### config.mk
export PLATFORM = sky130hd
export DESIGN_NAME = baccarat_hand_bank
export DESIGN_NICKNAME = d
export VERILOG_FILES = /design/src/rtl/baccarat_hand_bank.sv
export SDC_FILE = /design/constraint.sdc
export NUM_CORES = 1
export LEC_CHECK = 0
export CORE_MARGIN = 2
export CORE_UTILIZATION = 53
export CTS_CLUSTER_DIAMETER = 200
export CTS_CLUSTER_SIZE = 14
export DETAILED_ROUTE_END_ITERATION = 16
export GPL_TIMING_DRIVEN = 0
export MAX_ROUTING_LAYER = met4
export PLACE_DENSITY_LB_ADDON = 0.2
export SLEW_MARGIN = 20
export SYNTH_ARGS = -nofsm -noshare
export SYNTH_HDL_FRONTEND = slang
export SYNTH_SLANG_ARGS = --single-unit
### constraint.sdc
create_clock -name clk -period 6.29 [get_ports clk]
set_input_delay 1.258 -clock clk [delete_from_list [all_inputs] [get_ports clk]]
set_output_delay 1.258 -clock clk [all_outputs]
set_load 0.005 [all_outputs]
### src/rtl/baccarat_hand_bank.sv
`default_nettype none
// ---------------------------------------------------------------------------
// baccarat_hand_bank : NUM_HANDS x CARDS_PER_HAND card bank, deal counter,
// mod-10 hand scores and active-low 7-segment codes per slot.  Rev 1.0
// ---------------------------------------------------------------------------
module baccarat_hand_bank #(
  parameter int NUM_HANDS      = 2,
  parameter int CARDS_PER_HAND = 3,
  parameter int HW             = (NUM_HANDS > 1) ? $clog2(NUM_HANDS) : 1,
  parameter int SW             = (CARDS_PER_HAND > 1) ? $clog2(CARDS_PER_HAND) : 1
) (
  input  logic                                  clk,
  input  logic                                  resetb,
  input  logic                                  key,
  input  logic                                  load_en,
  input  logic [HW-1:0]                         load_hand,
  input  logic [SW-1:0]                         load_slot,
  input  logic                                  force_en,
  input  logic [3:0]                            force_card,
  output logic [4*NUM_HANDS*CARDS_PER_HAND-1:0] cards_out,
  output logic [4*NUM_HANDS-1:0]                scores_out,
  output logic [NUM_HANDS-1:0]                  hand_full,
  output logic [7*NUM_HANDS*CARDS_PER_HAND-1:0] hex_out,
  output logic                                  load_err
);

  localparam int c_SLOTS = NUM_HANDS * CARDS_PER_HAND;

  logic [3:0]         r_cards [c_SLOTS];
  logic [3:0]         r_deal;
  logic               r_key_hist;
  logic               r_load_err;

  logic               w_press;
  logic               w_hand_ok;
  logic               w_slot_ok;
  logic               w_force_bad;
  logic               w_occupied;
  logic               w_reject;
  logic               w_write;
  logic [3:0]         w_val;
  logic [c_SLOTS-1:0] w_hit;

  function automatic logic [3:0] f_points(input logic [3:0] card);
    return (card >= 4'd1 && card <= 4'd9) ? card : 4'd0;
  endfunction

  function automatic logic [6:0] f_hex(input logic [3:0] card);
    case (card)
      4'd1:    return 7'b0001000;
      4'd2:    return 7'b0100100;
      4'd3:    return 7'b0110000;
      4'd4:    return 7'b0011001;
      4'd5:    return 7'b0010010;
      4'd6:    return 7'b0000010;
      4'd7:    return 7'b1111000;
      4'd8:    return 7'b0000000;
      4'd9:    return 7'b0010000;
      4'd10:   return 7'b1000000;
      4'd11:   return 7'b1100001;
      4'd12:   return 7'b0011000;
      4'd13:   return 7'b0001001;
      default: return 7'b1111111;
    endcase
  endfunction

  assign w_press     = r_key_hist & ~key;
  // One extra bit so NUM_HANDS / CARDS_PER_HAND never truncate when they are a power of two
  assign w_hand_ok   = {1'b0, load_hand} < (HW+1)'(NUM_HANDS);
  assign w_slot_ok   = {1'b0, load_slot} < (SW+1)'(CARDS_PER_HAND);
  assign w_force_bad = force_en & ((force_card == 4'd0) | (force_card > 4'd13));
  assign w_val       = force_en ? force_card : r_deal;

  always_comb begin
    w_hit      = '0;
    w_occupied = 1'b0;
    for (int i = 0; i < c_SLOTS; i++) begin
      w_hit[i]   = w_hand_ok && w_slot_ok &&
                   (load_hand == HW'(i / CARDS_PER_HAND)) &&
                   (load_slot == SW'(i % CARDS_PER_HAND));
      w_occupied = w_occupied | (w_hit[i] & (r_cards[i] != 4'd0));
    end
  end

  assign w_reject = w_press & load_en & (~w_hand_ok | ~w_slot_ok | w_occupied | w_force_bad);
  assign w_write  = w_press & load_en & ~w_reject;

  always_ff @(posedge clk) begin
    if (!resetb) begin
      r_deal     <= 4'd1;
      r_key_hist <= 1'b1;
      r_load_err <= 1'b0;
      for (int i = 0; i < c_SLOTS; i++) r_cards[i] <= 4'd0;
    end else begin
      r_deal     <= (r_deal == 4'd13) ? 4'd1 : r_deal + 4'd1;
      r_key_hist <= key;
      r_load_err <= w_reject;
      for (int i = 0; i < c_SLOTS; i++) begin
        if (w_write && w_hit[i]) r_cards[i] <= w_val;
      end
    end
  end

  assign load_err = r_load_err;

  for (genvar i = 0; i < c_SLOTS; i++) begin : g_slot
    assign cards_out[4*i +: 4] = r_cards[i];
    assign hex_out[7*i +: 7]   = f_hex(r_cards[i]);
  end

  for (genvar h = 0; h < NUM_HANDS; h++) begin : g_hand
    logic [6:0] w_sum;
    logic       w_full;
    always_comb begin
      w_sum  = '0;
      w_full = 1'b1;
      for (int s = 0; s < CARDS_PER_HAND; s++) begin
        w_sum  = w_sum + 7'(f_points(r_cards[h*CARDS_PER_HAND + s]));
        w_full = w_full & (r_cards[h*CARDS_PER_HAND + s] != 4'd0);
      end
    end
    assign scores_out[4*h +: 4] = 4'(w_sum % 7'd10);
    assign hand_full[h]         = w_full;
  end

endmodule
`default_nettype wire

After elaboration in Yosys (flattened, before gate mapping):

Memory sizes are Yosys's and may differ from the RTL's.
Index checks and enable logic that the tools add are counted.

* flip-flop bits (word level): 6
* RAM bits: 24
* memory bits (read-only): 672
* input port bits: 12
* output and inout port bits: 77
* memories kept: 7

* $add $sub $neg: 5
* divide/modulo/power cells: 2
* magnitude comparators: 14
* eq/ne operators: 3
* mux-type cells: 32
* bitwise gates (word level): 34
* reduce and logical (&&, ||, !) cells: 29

Memories
* (no name shown): words 16, width 7, rd ports 1, clocked after Yosys merged registers in 0, wr ports 0, line 49 `case (card)`
* (no name shown): words 16, width 7, rd ports 1, clocked after Yosys merged registers in 0, wr ports 0, line 49
* (no name shown): words 16, width 7, rd ports 1, clocked after Yosys merged registers in 0, wr ports 0, line 49
* (no name shown): words 16, width 7, rd ports 1, clocked after Yosys merged registers in 0, wr ports 0, line 49
* (no name shown): words 16, width 7, rd ports 1, clocked after Yosys merged registers in 0, wr ports 0, line 49
* (no name shown): words 16, width 7, rd ports 1, clocked after Yosys merged registers in 0, wr ports 0, line 49
* +1 memories

Operators by type and width (number)
* $mux W4: 13
* $ge A4 B1 Y1 const B: 6
* $le A4 B4 Y1 const B: 6
* $reduce_bool A4 Y1: 6
* $logic_and A1 B1 Y1: 20
* $mux W1: 19
* $and A1 B1 Y1: 15
* $mod A7 B4 Y7 const B: 2
* $or A1 B1 Y1: 14
* $add A5 B4 Y6: 2
* $add A4 B4 Y5: 2
* $not A1 Y1: 5
* $add A4 B1 Y4 const B: 1
* $eq A4 B4 Y1 const B: 1
* $gt A4 B4 Y1 const B: 1
* $logic_not A4 Y1: 1
* $eq A2 B1 Y1 const B: 1
* $eq A2 B2 Y1 const B: 1
* $logic_not A2 Y1: 1
* $lt A2 B2 Y1 const B: 1
* $reduce_or A2 Y1: 1

Longest topological paths before layout:

* word-level depth: 19
* gate-level depth with buffers: 24

Worst setup path after synthesis:

Ideal clock, no wire load.

* path kind: register to output
* start point: memory r_cards[2][1] (netlist: r_cards[0][9])
* end point: output scores_out[1]
* arrival time: 4722 ps
* required time: 5032 ps
* setup slack: 310 ps
* cell stages (with the launch flop): 23
* cell sequence: edfxtp_1 -> inv_1 -> ha_1 -> nor2_1 -> o21a_1 -> a31oi_1 -> nand2_1 -> fa_1 -> inv_1 -> ha_1 -> inv_1 -> fa_1 -> xnor2_2 -> ha_1 -> clkbuf_1 -> nor3_1 -> a211oi_1 -> o211ai_1 -> o21ai_0 -> ha_1 -> o31a_1 -> a31oi_1 -> a311oi_1

RTL lines
* from (decl): line 29 `logic [3:0] r_cards [c_SLOTS];`
* to (decl): line 21 `output logic [4*NUM_HANDS-1:0] scores_out,`

==> impl_metrics.sql <==
INSERT INTO impl_metrics (metric_group, metric, value, unit) VALUES
('clock_network', 'cts_root_buffer', 'sky130_fd_sc_hd__clkbuf_8', ''),
('finish', 'finalNetCount', '732', ''),
('clock_network', 'cts_tree', 'done', ''),
('sta', 'worst_slew_margin_rel', '0.546', ''),
('flow_run', 'max_cap_violations', '0', ''),
('clock_network', 'cts.sink_count', '30', ''),
('sta', 'setup_slack', '0.0653', 'ns'),
('yosys', 'syn_avg_cell_area', '7.56', 'µm²'),
('routing', 'routed_wl', '11800', 'µm'),
('finish', 'instances_no_fill', '768', ''),
('global_routing', 'first_pass_grt_wire_length', '18500', 'µm'),
('finish', 'finalCoreUtilization', '0.774', ''),
('yosys', 'sequential_cell_area_fraction_in_the_yosys_report', '0.208', ''),
('die', 'die_y', '91.4', 'µm'),
('die', 'floorplan.initialDensity', '0.553', ''),
('sta', 'layout_min_cycle_time', '6.22', 'ns'),
('global_routing', 'gr-total-overflow', '0', ''),
('yosys', 'postSynthRegisterBits', '30', ''),
('placement', 'placed_cell_area', '5040', 'µm²'),
('worst_hold_path', 'min-delay-path-class', 'reg -> reg', ''),
('status', 'run_status', 'finished, final reports clean', ''),
('worst_setup_path', 'cp_data_arrival_time', '4.97', 'ns'),
('sta', 'slew_at_the_pin_with_the_worst_max_slew_slack', '0.675', 'ns'),
('global_routing', 'grt_start_max_net_pins', '12', ''),
('placement', 'routability_congestion_estimate', '0.953', ''),
('placement', 'post-dp-hpwl', '8270', 'µm'),
('yosys', 'synthFlopType', 'sky130_fd_sc_hd__edfxtp_1', ''),
('routing', 'residual_drc_count', '0', ''),
('worst_setup_path', 'critical_path.endpoint_type', 'primary output', ''),
('sta', 'rsz0062_at_grt', 'true', ''),
('clock_network', 'cts_htree_levels', '2', ''),
('placement', 'io_buffer_count', '86', ''),
('pwr', 'peakVddDrop', '180', 'µV'),
('worst_setup_path', 'crit_path_category', 'reg -> out', ''),
('routing', 'ant_nets', '0', ''),
('sta', 'final_period_util', '0.990', ''),
('yosys', 'number_of_different_library_cells_in_the_post_synthesis_netlist', '64', ''),
('worst_setup_path', 'cp-start-kind', 'flop', ''),
('finish', 'areaGrowthSynthToFinish', '40.0', '%'),
('clock_network', 'clock_insertion_delay_worst_skew', '0.28', 'ns'),
('routing', 'drt-pass1-iter-count', '4', ''),
('clock_network', 'clock_path_buffers', '2', ''),
('finish', 'nFillCells', '510', ''),
('placement', 'dp_cells', '721', ''),
('sta', 'timing.final.hold_violations', '0', ''),
('yosys', 'synth_cells', '536', ''),
('clock_network', 'numCtsBuffers', '5', ''),
('yosys', 'synth.yosys.warnings', '0', ''),
('clock_network', 'clk_pin_slew', '0.06', 'ns'),
('finish', 'design_area', '5670', 'µm²'),
('die', 'fp-row-count', '31', ''),
('die', 'coreArea', '7330', 'µm²'),
('sta', 'setup_violations', '0', ''),
('worst_setup_path', 'cp_data_required_time', '5.03', 'ns'),
('global_routing', 'first_global_vias', '4112', ''),
('die', 'design.portCount', '89', ''),
('die', 'design.die.area', '8360', 'µm²'),
('pwr', 'power.static_leakage', '2.34', 'nW'),
('global_routing', 'grt_antenna_before_repair', '0', ''),
('yosys', 'fraction_of_registers_with_async_set_or_reset_after_synthesis', '0', ''),
('clock_network', 'hold_buffer_count_at_cts', '0', ''),
('routing', 'detailroute.via_count', '4440', ''),
('yosys', 'syn_area', '4050', 'µm²'),
('sta', 'finalMaxSlewViolations', '0', ''),
('finish', 'number_of_antenna_diodes', '0', ''),
('sta', 'finalClockSkew', '0.00733', 'ns'),
('pwr', 'cellPowerDensity', '153', 'nW/µm²'),
('die', 'floorplan.die.width', '91.4', 'µm'),
('finish', 'layout-drive-gt1-share', '0.163', ''),
('yosys', 'edff_count_synth', '24', ''),
('placement', 'dpl_worst_slack', '-0.851', 'ns'),
('yosys', 'synthesis.nets', '600', ''),
('routing', 'drt_iter0_drc', '201', ''),
('sta', 'achievable-frequency', '161', 'MHz'),
('routing', 'post_drt_wl_per_cell', '15.4', 'µm'),
('routing', 'per_cell_via_count_in_the_routed_design', '5.78', ''),
('global_routing', 'global_route.usage.total', '0.270', ''),
('worst_setup_path', 'critical_path.max_fanout', '10', '');
[where the power goes]
| part | internal [W] | switching, W | total (W) |
|---|---|---|---|
| Sequential | 0.000223 | 0.0000107 | 0.000233 |
| Combinational | 0.000203 | 0.000190 | 0.000393 |
| Clock | 0.000169 | 0.0000730 | 0.000242 |
| Total | 0.000595 | 0.000274 | 0.000869 |
[what timing repair did]
action	4_1_cts	5_1_grt
endpoints found under the setup margin	6	5
setup buffers	24	18
pin swaps	8	18
resized for setup	33	37
[flip-flops by register name, summed over array words and instances, names as in the netlist]
signal and cells:
r_key_hist 1, r_deal 4, r_cards 24, load_err 1
[through the flow]
step                setup TNS (ns)  total power [W]  hold slack [ns]
finish                           0         0.000869            0.486
global route                -0.341         0.000914            0.506
CTS                              0         0.000836            0.483
detailed placement           -2.28         0.000572            0.465
global placement             -1.98         0.000561            0.456
floorplan                        0         0.000438            0.425
[kinds of logic after synthesis]
| group | after synthesis | share of synthesized area |
|---|---|---|
| AO/OA/AOI/OAI | 143 | 0.225 |
| XOR/XNOR | 8 | 0.0191 |
| adder cells (fa/ha/maj) | 52 | 0.179 |
| buffers and inverters | 73 | 0.0704 |
| flip-flops | 30 | 0.208 |
| multiplexers | 22 | 0.0568 |
| AND/OR/NAND/NOR | 208 | 0.242 |
[layout by cell type (no fill, tap or decap), drive strengths merged, types with 3 or more instances in the layout]
cell / n
a31oi: 6
and2: 8
o21a: 5
xnor2: 3
a211oi: 11
buf: 49
o21ai: 45
clkbuf: 29
a21oi: 33
a22o: 6
o31ai: 5
mux2i: 17
nand2: 48
nand3b: 6
nand3: 18
and3: 3
nand2b: 16
o22ai: 4
nor2: 76
xor2: 5
ha: 42
mux2: 5
fa: 10
a21o: 3
clkdlybuf4s50: 81
inv: 42
nor3: 8
o211ai: 6
dfxtp: 6
nor2b: 8
or3: 7
edfxtp: 24
[worst max-delay path, cell delays in order, from the launching register on]
cell and delay (ns):
sky130_fd_sc_hd__edfxtp_1 0.46, sky130_fd_sc_hd__inv_2 0.17, sky130_fd_sc_hd__ha_4 0.16, sky130_fd_sc_hd__nor2_1 0.06, sky130_fd_sc_hd__o21a_1 0.16, sky130_fd_sc_hd__a31oi_1 0.18, sky130_fd_sc_hd__nand2_1 0.14, sky130_fd_sc_hd__fa_2 0.59
sky130_fd_sc_hd__inv_2 0.05, sky130_fd_sc_hd__ha_4 0.16, sky130_fd_sc_hd__a211o_1 0.30, sky130_fd_sc_hd__o21ai_4 0.12, sky130_fd_sc_hd__xor2_2 0.12, sky130_fd_sc_hd__ha_4 0.19, sky130_fd_sc_hd__buf_8 0.13, sky130_fd_sc_hd__o21ai_2 0.14
sky130_fd_sc_hd__a21oi_2 0.05, sky130_fd_sc_hd__a211oi_2 0.31, sky130_fd_sc_hd__o211ai_1 0.15, sky130_fd_sc_hd__o21ai_2 0.11, sky130_fd_sc_hd__ha_2 0.22, sky130_fd_sc_hd__buf_4 0.11, sky130_fd_sc_hd__o31a_1 0.12, sky130_fd_sc_hd__a31oi_1 0.09
sky130_fd_sc_hd__a311oi_1 0.22, sky130_fd_sc_hd__buf_2 0.16
[path summary, 6_finish.rpt]
path	start	end	slack, ns	depth (start not counted)
worst max-delay path	r_cards[0][9]	scores_out[1]	0.07	25
worst min-delay path	r_deal[0]	r_deal[0]	0.49	1
worst min register to register	r_deal[0]	r_deal[0]	0.49	1
worst max register to register	r_cards[0][12]	r_cards[0][1]	3.34	8
[final cells by class]
type	instances	area, µm²	area share
plain buffers	28	136	0.0240
clock buffers	6	82.6	0.0146
clock inverters	2	60.1	0.0106
inverters	42	158	0.0278
multi-input cells	433	3100	0.547
flip-flops and latches	30	841	0.148
well taps	99	124	0.0218
repair buffers	128	1170	0.206
[synthesized netlist by cell type (3+ instances only)]
master / number / area share
sky130_fd_sc_hd__and2_1: 8 / 0.012
sky130_fd_sc_hd__or3_1: 7 / 0.011
sky130_fd_sc_hd__a211oi_1: 11 / 0.020
sky130_fd_sc_hd__nand3_1: 18 / 0.022
sky130_fd_sc_hd__inv_1: 42 / 0.039
sky130_fd_sc_hd__buf_2: 3 / 0.0037
sky130_fd_sc_hd__edfxtp_1: 24 / 0.18
sky130_fd_sc_hd__and3_1: 3 / 0.0046
sky130_fd_sc_hd__nor2_1: 76 / 0.070
sky130_fd_sc_hd__a22o_1: 6 / 0.013
sky130_fd_sc_hd__clkbuf_1: 25 / 0.023
sky130_fd_sc_hd__o211ai_1: 5 / 0.0093
sky130_fd_sc_hd__nand3b_1: 6 / 0.011
sky130_fd_sc_hd__mux2_2: 4 / 0.011
sky130_fd_sc_hd__nand2b_1: 16 / 0.025
sky130_fd_sc_hd__fa_1: 10 / 0.049
sky130_fd_sc_hd__nor2b_1: 8 / 0.012
sky130_fd_sc_hd__o31ai_1: 5 / 0.0093
sky130_fd_sc_hd__a31oi_1: 6 / 0.0093
sky130_fd_sc_hd__o22ai_1: 4 / 0.0062
sky130_fd_sc_hd__ha_1: 42 / 0.13
sky130_fd_sc_hd__a21oi_1: 33 / 0.041
sky130_fd_sc_hd__nand2_1: 48 / 0.044
sky130_fd_sc_hd__mux2i_1: 16 / 0.040
sky130_fd_sc_hd__dfxtp_1: 6 / 0.030
sky130_fd_sc_hd__o21a_1: 5 / 0.0093
sky130_fd_sc_hd__o21ai_0: 42 / 0.052
sky130_fd_sc_hd__xor2_1: 5 / 0.011
sky130_fd_sc_hd__a21o_1: 3 / 0.0056
sky130_fd_sc_hd__nor3_1: 8 / 0.0099
[metal layers]
layer  track usage  wire, µm
met1         0.333      5060
met5             -         0
met3        0.0365       620
met2         0.469      5870
met4        0.0593       297
Power figures use the tool's default switching activity.
